<file path="src/rtl/segre_pkg.sv">
// Shared types and constants for the segre pipeline hazard controller.
// Holds the FSM state encoding, the operand-forwarding select encoding and
// the default geometry used by the hazard unit and its interface.
package segre_pkg;

  localparam int DEF_NUM_REGS = 32;
  localparam int REG_W        = $clog2(DEF_NUM_REGS);
  localparam int DEF_NUM_SRC  = 2;
  localparam int DEF_CNT_W    = 16;
  // Wide enough for FLUSH_DEPTH up to 7.
  localparam int FLUSH_W      = 3;

  typedef enum logic [1:0] {
    RUN,
    FLUSH,
    ICMISS
  } hz_state_e;

  // Operand source select seen by the ID/EX operand muxes.
  typedef enum logic [1:0] {
    FWD_RF  = 2'd0,
    FWD_EX  = 2'd1,
    FWD_MEM = 2'd2,
    FWD_WB  = 2'd3
  } fwd_sel_e;

  // Per-stage pipeline register controls produced every cycle.
  typedef struct packed {
    logic blk_if;
    logic blk_id;
    logic blk_ex;
    logic blk_mem;
    logic inj_if;
    logic inj_id;
  } hz_ctrl_t;

endpackage

</file>
<file path="src/rtl/segre_hazard_unit_if.sv">
// Bundle between the segre pipeline datapath and the hazard unit.
// master: the hazard unit (consumes stage status, drives controls).
// slave:  the pipeline (drives stage status, consumes controls).
interface segre_hazard_unit_if #(
  parameter int NUM_SRC = segre_pkg::DEF_NUM_SRC,
  parameter int REG_W   = segre_pkg::REG_W,
  parameter int CNT_W   = segre_pkg::DEF_CNT_W
);

  // Stage status towards the hazard unit.
  logic                       ic_hit_i;
  logic                       dc_busy_i;
  logic                       branch_taken_ex_i;
  logic [NUM_SRC*REG_W-1:0]   src_id_i;
  logic [NUM_SRC-1:0]         src_used_id_i;
  logic [REG_W-1:0]           dst_ex_i;
  logic [REG_W-1:0]           dst_mem_i;
  logic [REG_W-1:0]           dst_wb_i;
  logic                       we_ex_i;
  logic                       we_mem_i;
  logic                       we_wb_i;
  logic                       load_ex_i;

  // Pipeline controls from the hazard unit.
  logic                       block_if_o;
  logic                       block_id_o;
  logic                       block_ex_o;
  logic                       block_mem_o;
  logic                       inject_nops_if_o;
  logic                       inject_nops_id_o;
  logic [NUM_SRC*2-1:0]       fwd_sel_o;
  logic [CNT_W-1:0]           stall_cnt_o;

  modport master (
    input  ic_hit_i, dc_busy_i, branch_taken_ex_i, src_id_i, src_used_id_i,
    input  dst_ex_i, dst_mem_i, dst_wb_i, we_ex_i, we_mem_i, we_wb_i, load_ex_i,
    output block_if_o, block_id_o, block_ex_o, block_mem_o,
    output inject_nops_if_o, inject_nops_id_o, fwd_sel_o, stall_cnt_o
  );

  modport slave (
    output ic_hit_i, dc_busy_i, branch_taken_ex_i, src_id_i, src_used_id_i,
    output dst_ex_i, dst_mem_i, dst_wb_i, we_ex_i, we_mem_i, we_wb_i, load_ex_i,
    input  block_if_o, block_id_o, block_ex_o, block_mem_o,
    input  inject_nops_if_o, inject_nops_id_o, fwd_sel_o, stall_cnt_o
  );

endinterface

</file>
<file path="src/rtl/segre_hazard_cmp.sv">
// Per-operand RAW comparator for one ID source register.
// Compares the operand against the EX, MEM and WB destinations and reports
// the youngest producing stage (FWD_RF when nothing in flight writes it).
// Register 0 is hardwired and never produces a dependency.
module segre_hazard_cmp
  import segre_pkg::*;
#(
  parameter int IDX_W = REG_W
) (
  input  logic [IDX_W-1:0] src,
  input  logic             used,
  input  logic [IDX_W-1:0] dst_ex,
  input  logic [IDX_W-1:0] dst_mem,
  input  logic [IDX_W-1:0] dst_wb,
  input  logic             we_ex,
  input  logic             we_mem,
  input  logic             we_wb,
  output fwd_sel_e         youngest
);

  logic live;
  logic hit_ex;
  logic hit_mem;
  logic hit_wb;

  assign live    = used && (src != '0);
  assign hit_ex  = live && we_ex  && (src == dst_ex);
  assign hit_mem = live && we_mem && (src == dst_mem);
  assign hit_wb  = live && we_wb  && (src == dst_wb);

  // Priority-encode the youngest in-flight producer of this operand.
  always_comb begin
    // NOTE: default assignment first, so every path drives youngest and no latch is inferred.
    youngest = FWD_RF;
    if (hit_ex) begin
      youngest = FWD_EX;
    end else if (hit_mem) begin
      youngest = FWD_MEM;
    end else if (hit_wb) begin
      youngest = FWD_WB;
    end
  end

endmodule

</file>
<file path="src/rtl/segre_hazard_unit.sv">
// Central hazard/stall controller for the 5-stage segre core.
// Detects RAW hazards, i-cache misses, d-cache busy and taken branches and
// drives per-stage block/bubble controls plus a saturating stall counter.
// A RUN/FLUSH/ICMISS FSM sequences multi-cycle branch flushes and i-cache
// miss recovery; outputs are combinational from state and inputs.
// Build option: define SEGRE_FWD_EN to enable operand forwarding (fwd_sel_o
// follows the youngest producer and only a load-use in EX stalls); without
// it fwd_sel_o is 0 and any in-flight producer stalls ID.
module segre_hazard_unit
  import segre_pkg::*;
#(
  parameter int NUM_REGS    = DEF_NUM_REGS,
  parameter int NUM_SRC     = DEF_NUM_SRC,
  parameter int FLUSH_DEPTH = 1,
  parameter int CNT_W       = DEF_CNT_W
) (
  input  logic                 clk_i,
  input  logic                 rst_i,
  segre_hazard_unit_if.master  hz
);

  localparam int IDX_W = $clog2(NUM_REGS);
  localparam logic [FLUSH_W-1:0] FLUSH_RELOAD = FLUSH_W'(FLUSH_DEPTH - 1);

  hz_state_e          state_q;
  hz_state_e          state_d;
  logic [FLUSH_W-1:0] flush_q;
  logic [FLUSH_W-1:0] flush_d;
  logic [CNT_W-1:0]   stall_cnt_q;
  hz_ctrl_t           ctrl;

  fwd_sel_e           youngest [NUM_SRC];
  logic [NUM_SRC-1:0] ex_match;
  logic               load_use;
  logic               haz;

  // One comparator per ID source operand.
  for (genvar n = 0; n < NUM_SRC; n++) begin : g_cmp
    segre_hazard_cmp #(
      .IDX_W (IDX_W)
    ) u_cmp (
      .src      (hz.src_id_i[n*IDX_W +: IDX_W]),
      .used     (hz.src_used_id_i[n]),
      .dst_ex   (hz.dst_ex_i),
      .dst_mem  (hz.dst_mem_i),
      .dst_wb   (hz.dst_wb_i),
      .we_ex    (hz.we_ex_i),
      .we_mem   (hz.we_mem_i),
      .we_wb    (hz.we_wb_i),
      .youngest (youngest[n])
    );
    assign ex_match[n] = (youngest[n] == FWD_EX);
  end

  // A load in EX cannot forward its result until MEM completes.
  assign load_use = (|ex_match) && hz.load_ex_i;

`ifdef SEGRE_FWD_EN
  assign haz = load_use;

  for (genvar n = 0; n < NUM_SRC; n++) begin : g_fwd
    assign hz.fwd_sel_o[2*n +: 2] = rst_i ? 2'b00 : 2'(youngest[n]);
  end
`else
  logic [NUM_SRC-1:0] any_match;

  for (genvar n = 0; n < NUM_SRC; n++) begin : g_any
    assign any_match[n] = (youngest[n] != FWD_RF);
  end

  // Without bypass paths every in-flight producer stalls; load-use is a subset.
  assign haz = load_use || (|any_match);
  assign hz.fwd_sel_o = '0;
`endif

  // Per-cycle priority decode: d-cache busy, branch, then state-specific work.
  always_comb begin
    ctrl    = '0;
    state_d = state_q;
    flush_d = flush_q;

    if (hz.dc_busy_i) begin
      // Freeze the whole pipe; FSM and flush count hold.
      ctrl.blk_if  = 1'b1;
      ctrl.blk_id  = 1'b1;
      ctrl.blk_ex  = 1'b1;
      ctrl.blk_mem = 1'b1;
    end else if (hz.branch_taken_ex_i) begin
      // Squash the wrong-path IF and ID instructions from any state.
      ctrl.inj_if = 1'b1;
      ctrl.inj_id = 1'b1;
      if (FLUSH_DEPTH > 1) begin
        state_d = FLUSH;
        flush_d = FLUSH_RELOAD;
      end else begin
        state_d = RUN;
      end
    end else begin
      unique case (state_q)
        RUN: begin
          if (haz) begin
            ctrl.blk_if = 1'b1;
            ctrl.blk_id = 1'b1;
            ctrl.inj_id = 1'b1;
          end else if (!hz.ic_hit_i) begin
            ctrl.blk_if = 1'b1;
            ctrl.inj_if = 1'b1;
            state_d     = ICMISS;
          end
        end
        FLUSH: begin
          ctrl.inj_if = 1'b1;
          ctrl.inj_id = 1'b1;
          flush_d     = flush_q - 1'b1;
          if (flush_q <= FLUSH_W'(1)) begin
            state_d = RUN;
          end
        end
        ICMISS: begin
          if (!hz.ic_hit_i) begin
            ctrl.blk_if = 1'b1;
            ctrl.inj_if = 1'b1;
          end else begin
            // Fetch returned: behave like RUN for this cycle.
            state_d = RUN;
            if (haz) begin
              ctrl.blk_if = 1'b1;
              ctrl.blk_id = 1'b1;
              ctrl.inj_id = 1'b1;
            end
          end
        end
        default: state_d = RUN;
      endcase
    end

    if (rst_i) begin
      ctrl = '0;
    end
  end

  // FSM state, flush countdown and saturating stall counter.
  always_ff @(posedge clk_i) begin
    // NOTE: non-blocking assignments so every register samples pre-edge values.
    if (rst_i) begin
      state_q     <= RUN;
      flush_q     <= '0;
      stall_cnt_q <= '0;
    end else begin
      state_q <= state_d;
      flush_q <= flush_d;
      if (ctrl.blk_id && (stall_cnt_q != '1)) begin
        stall_cnt_q <= stall_cnt_q + 1'b1;
      end
    end
  end

  assign hz.block_if_o       = ctrl.blk_if;
  assign hz.block_id_o       = ctrl.blk_id;
  assign hz.block_ex_o       = ctrl.blk_ex;
  assign hz.block_mem_o      = ctrl.blk_mem;
  assign hz.inject_nops_if_o = ctrl.inj_if;
  assign hz.inject_nops_id_o = ctrl.inj_id;
  assign hz.stall_cnt_o      = stall_cnt_q;

endmodule

</file>
<file path="src/flat_wrapper.sv">
// flat-port wrapper written by rule: the top's interface ports become plain ports
module segre_hazard_unit_flat import segre_pkg::*;
#(
  parameter int NUM_REGS    = DEF_NUM_REGS,
  parameter int NUM_SRC     = DEF_NUM_SRC,
  parameter int FLUSH_DEPTH = 1,
  parameter int CNT_W       = DEF_CNT_W
)
  (clk_i, rst_i, hz_ic_hit_i, hz_dc_busy_i, hz_branch_taken_ex_i, hz_src_id_i, hz_src_used_id_i, hz_dst_ex_i, hz_dst_mem_i, hz_dst_wb_i, hz_we_ex_i, hz_we_mem_i, hz_we_wb_i, hz_load_ex_i, hz_block_if_o, hz_block_id_o, hz_block_ex_o, hz_block_mem_o, hz_inject_nops_if_o, hz_inject_nops_id_o, hz_fwd_sel_o, hz_stall_cnt_o);
  segre_hazard_unit_if #(.NUM_SRC(NUM_SRC), .REG_W((5)), .CNT_W(CNT_W)) hz_i ();
  input  logic clk_i;
  input  logic rst_i;
  input wire logic [$bits(hz_i.ic_hit_i)-1:0] hz_ic_hit_i;
  input wire logic [$bits(hz_i.dc_busy_i)-1:0] hz_dc_busy_i;
  input wire logic [$bits(hz_i.branch_taken_ex_i)-1:0] hz_branch_taken_ex_i;
  input wire logic [$bits(hz_i.src_id_i)-1:0] hz_src_id_i;
  input wire logic [$bits(hz_i.src_used_id_i)-1:0] hz_src_used_id_i;
  input wire logic [$bits(hz_i.dst_ex_i)-1:0] hz_dst_ex_i;
  input wire logic [$bits(hz_i.dst_mem_i)-1:0] hz_dst_mem_i;
  input wire logic [$bits(hz_i.dst_wb_i)-1:0] hz_dst_wb_i;
  input wire logic [$bits(hz_i.we_ex_i)-1:0] hz_we_ex_i;
  input wire logic [$bits(hz_i.we_mem_i)-1:0] hz_we_mem_i;
  input wire logic [$bits(hz_i.we_wb_i)-1:0] hz_we_wb_i;
  input wire logic [$bits(hz_i.load_ex_i)-1:0] hz_load_ex_i;
  output wire logic [$bits(hz_i.block_if_o)-1:0] hz_block_if_o;
  output wire logic [$bits(hz_i.block_id_o)-1:0] hz_block_id_o;
  output wire logic [$bits(hz_i.block_ex_o)-1:0] hz_block_ex_o;
  output wire logic [$bits(hz_i.block_mem_o)-1:0] hz_block_mem_o;
  output wire logic [$bits(hz_i.inject_nops_if_o)-1:0] hz_inject_nops_if_o;
  output wire logic [$bits(hz_i.inject_nops_id_o)-1:0] hz_inject_nops_id_o;
  output wire logic [$bits(hz_i.fwd_sel_o)-1:0] hz_fwd_sel_o;
  output wire logic [$bits(hz_i.stall_cnt_o)-1:0] hz_stall_cnt_o;
  assign hz_i.ic_hit_i = hz_ic_hit_i;
  assign hz_i.dc_busy_i = hz_dc_busy_i;
  assign hz_i.branch_taken_ex_i = hz_branch_taken_ex_i;
  assign hz_i.src_id_i = hz_src_id_i;
  assign hz_i.src_used_id_i = hz_src_used_id_i;
  assign hz_i.dst_ex_i = hz_dst_ex_i;
  assign hz_i.dst_mem_i = hz_dst_mem_i;
  assign hz_i.dst_wb_i = hz_dst_wb_i;
  assign hz_i.we_ex_i = hz_we_ex_i;
  assign hz_i.we_mem_i = hz_we_mem_i;
  assign hz_i.we_wb_i = hz_we_wb_i;
  assign hz_i.load_ex_i = hz_load_ex_i;
  assign hz_block_if_o = hz_i.block_if_o;
  assign hz_block_id_o = hz_i.block_id_o;
  assign hz_block_ex_o = hz_i.block_ex_o;
  assign hz_block_mem_o = hz_i.block_mem_o;
  assign hz_inject_nops_if_o = hz_i.inject_nops_if_o;
  assign hz_inject_nops_id_o = hz_i.inject_nops_id_o;
  assign hz_fwd_sel_o = hz_i.fwd_sel_o;
  assign hz_stall_cnt_o = hz_i.stall_cnt_o;
  segre_hazard_unit #(.NUM_REGS(NUM_REGS), .NUM_SRC(NUM_SRC), .FLUSH_DEPTH(FLUSH_DEPTH), .CNT_W(CNT_W)) u_core (.clk_i(clk_i), .rst_i(rst_i), .hz(hz_i));
endmodule
</file>
<file path="config.mk">
export PLATFORM = sky130hd
export DESIGN_NAME = segre_hazard_unit_flat
export DESIGN_NICKNAME = d
export VERILOG_FILES = /design/src/rtl/segre_pkg.sv /design/src/rtl/segre_hazard_unit_if.sv /design/src/rtl/segre_hazard_cmp.sv /design/src/rtl/segre_hazard_unit.sv /design/src/flat_wrapper.sv
export SDC_FILE = /design/constraint.sdc
export NUM_CORES = 1
export LEC_CHECK = 0
export ABC_AREA = 1
export ABC_CLOCK_PERIOD_IN_PS = 2300
export CELL_PAD_IN_SITES_DETAIL_PLACEMENT = 1
export CELL_PAD_IN_SITES_GLOBAL_PLACEMENT = 1
export CORE_MARGIN = 2
export CORE_UTILIZATION = 29
export DETAILED_ROUTE_END_ITERATION = 8
export PLACE_DENSITY = 0.84
export SYNTH_ARGS = -nofsm -noshare
export SYNTH_HDL_FRONTEND = slang
export SYNTH_SLANG_ARGS = --single-unit
</file>
<file path="constraint.sdc">
create_clock -name clk_i -period 2.3 [get_ports clk_i]
set_clock_uncertainty 0.15 [all_clocks]
set_input_delay 0.46 -clock clk_i [delete_from_list [all_inputs] [get_ports clk_i]]
set_output_delay 0.46 -clock clk_i [all_outputs]
set_load 0.01 [all_outputs]
</file>
==> key figures <==
Drt
  – DRT Pass-1 Iters: 4
  – Drt drc: 0
  – DR vias: 2078
  – WL per Instance: 12.9 µm
  – WL final: 5570 µm
  – DRT iter0 DRCs: 81
  – Via density: 4.82
  – Number of nets with antenna violations after routing: 0

Global routing
  – Global route overflow: 0
  – Global-route wire length before repair: 9380 µm
  – Initial antenna violation count: 0
  – Number of global-route vias before repair: 2098
  – Pin count of the biggest net entering global routing: 19
  – GRT Total Usage: 0.180

Synth
  – Top post-synthesis cells by count: nand2_1 (97), inv_1 (37), nand3_1 (32), nor2_1 (31), a21oi_1 (18)
  – Most common cell in the synthesized netlist: nand2_1
  – Top cells by area, synth: nand2_1 (22%), dfxtp_1 (20%), nand3_1 (9.6%)
  – Post-synthesis register bit count: 17
  – Fraction of registers with async set/reset: 0
  – Post-Syn Area: 1670 µm²
  – Sequential fraction of the synthesis area: 0.204
  – Mapped Avg Cell Area: 5.71 µm²
  – Post-synth top area share: 0.218
  – Distinct cells, synth: 29
  – Dominant synthesized flop cell: dfxtp_1
  – Syn Inst Count: 292
  – EDFF count, synth: 0
  – Largest area contributor in the netlist: nand2_1
  – Yosys warns: 0

Placed design
  – Pre-CTS setup slack: -861 ps
  – IO Port Bufs: 56
  – Hpwl dp: 4370 µm
  – RD Place Congestion: 0.838

Worst setup path
  – Max FO, Critical Path: 5
  – CP required: 1690 ps
  – Kind of critical path: in -> out
  – Critical Path Source Type: input port
  – Crit end category: output port
  – Worst Path Arrival: 1600 ps

STA
  – Endpoints failing setup: 0
  – Final slew viol count: 0
  – Fmax: 453 MHz
  – Final period utilization: 0.959
  – Fin crit period: 2210 ps
  – Fin. Hold Viols: 0
  – Fin Hold WS: 360 ps
  – PnR worst setup slack: 94.9 ps

Clock network
  – CTS tree: built
  – Hold-fix buffers at CTS: 0
  – Clock Tree Buf Depth: 2
  – H-tree levels: 1
  – Root Buffer: clkbuf_8
  – CTS Sinks: 17
  – Worst-path clk slew: 70 ps
  – Num CTS Buffers: 3
  – Worst skew pair latency: 250 ps

Pwr
  – Power Density: 319 nW/µm²
  – LEAKAGE: 1.14 nW
  – Peak supply drop: 0.000146 V

Die
  – Initial Utilization: 0.301
  – Die area: 6370 µm²
  – Io pins: 62
  – Die Width: 79.8 µm
  – Core area: 5540 µm²
  – Row Count: 27
  – Die Ht: 79.8 µm

Run status
  – Status: completed

Worst hold path
  – Hold WC Path Type: reg -> reg

Final layout
  – Layout area overhead: 45.6%
  – Fraction of layout cells with a size suffix above 1: 0.267
  – Final #Nets: 397
  – Diodes inserted: 0

Flow run
  – MaxCap Viol Count: 0
## worst paths after layout
kind | startpoint | endpoint | slack, ps | depth (start not counted)
setup / recovery | hz_src_id_i[8] | hz_inject_nops_if_o | 90 | 11
hold / removal | u_core.hz.stall_cnt_o[3] | u_core.hz.stall_cnt_o[3] | 360 | 2
setup reg to reg | u_core.hz.stall_cnt_o[2] | u_core.hz.stall_cnt_o[15] | 270 | 7
hold reg to reg | u_core.hz.stall_cnt_o[3] | u_core.hz.stall_cnt_o[3] | 360 | 2
## area by class of cell
type                       instances  area, µm²
timing repair buffer              70        587
fill                             762       3110
inverter                          39        164
tap                               72       90.1
sequential                        17        340
multi-input combinational        229       1200
clock buffer                       4       45.0
## cells in the final DEF (no fill, tap or decap), types with 3 or more instances in the layout
master / instances
nand2_1: 89
nand3_1: 31
nor2_1: 22
inv_1: 21
clkdlybuf4s50_1: 19
a21oi_1: 17
dfxtp_1: 17
buf_4: 16
inv_2: 12
nand2_2: 11
xor2_1: 11
clkbuf_2: 11
buf_2: 8
nor2_2: 7
dlygate4sd2_1: 7
o21ai_1: 6
buf_6: 6
inv_4: 5
xnor2_1: 5
conb_1: 4
o21ai_2: 3
nor3_1: 3
clkbuf_8: 3
## logic make-up after synthesis
logic type,after synthesis,synth area share
AO/OA/AOI/OAI,31,0.0968
adder cells (fa/ha/maj),1,0.00751
other,1,0.00225
buffers and inverters,49,0.129
AND/OR/NAND/NOR,177,0.476
XOR/XNOR,16,0.0841
flip-flops,17,0.204
## flip-flops by register name, summed over array words and instances (netlist names)
signal	flops
u_core.hz.stall_cnt_o	16
u_core.state_q	1
## report_power, final
part           switching [mW]  internal [mW]  total [mW]
sequential            0.00197          0.297       0.299
clock                   0.107          0.123       0.230
combinational           0.140          0.105       0.245
## timing repair
item	4_1_cts	5_1_grt
pin swaps	22	30
gates resized for setup	128	65
endpoints found under the setup margin	22	6
hold endpoints to repair	0	0
setup buffers	0	1
## layer usage
layer  vias up  track usage  part of all wire
met5         -            0                 0
met4         0       0.0407            0.0097
met3         6       0.0158             0.036
met2        52        0.315              0.50
met1       968        0.239              0.46
li1       1052            -                 -
## worst max-delay path: stages
cell      delay [ps]
buf_4            130
inv_4             70
nand2_1           60
nand2_1           70
nor2_2            50
nand3_1           60
nor2_1            50
nor2_1           130
nand3_2          140
a221oi_2         220
buf_2            160
## metrics by stage
step	total power, mW	std cells	util	cell area [µm²]	setup TNS [ps]
2_1_floorplan	0.418	295	-	1680	0
5_1_grt	0.823	431	0.438	2430	-69.0
6_report	0.775	431	0.438	2430	0
3_3_place_gp	0.536	426	0.425	2360	-11130
3_5_place_dp	0.540	426	0.425	2360	-11890
4_1_cts	0.763	430	0.427	2370	0
Note: power is estimated with default switching activity, not from simulation.
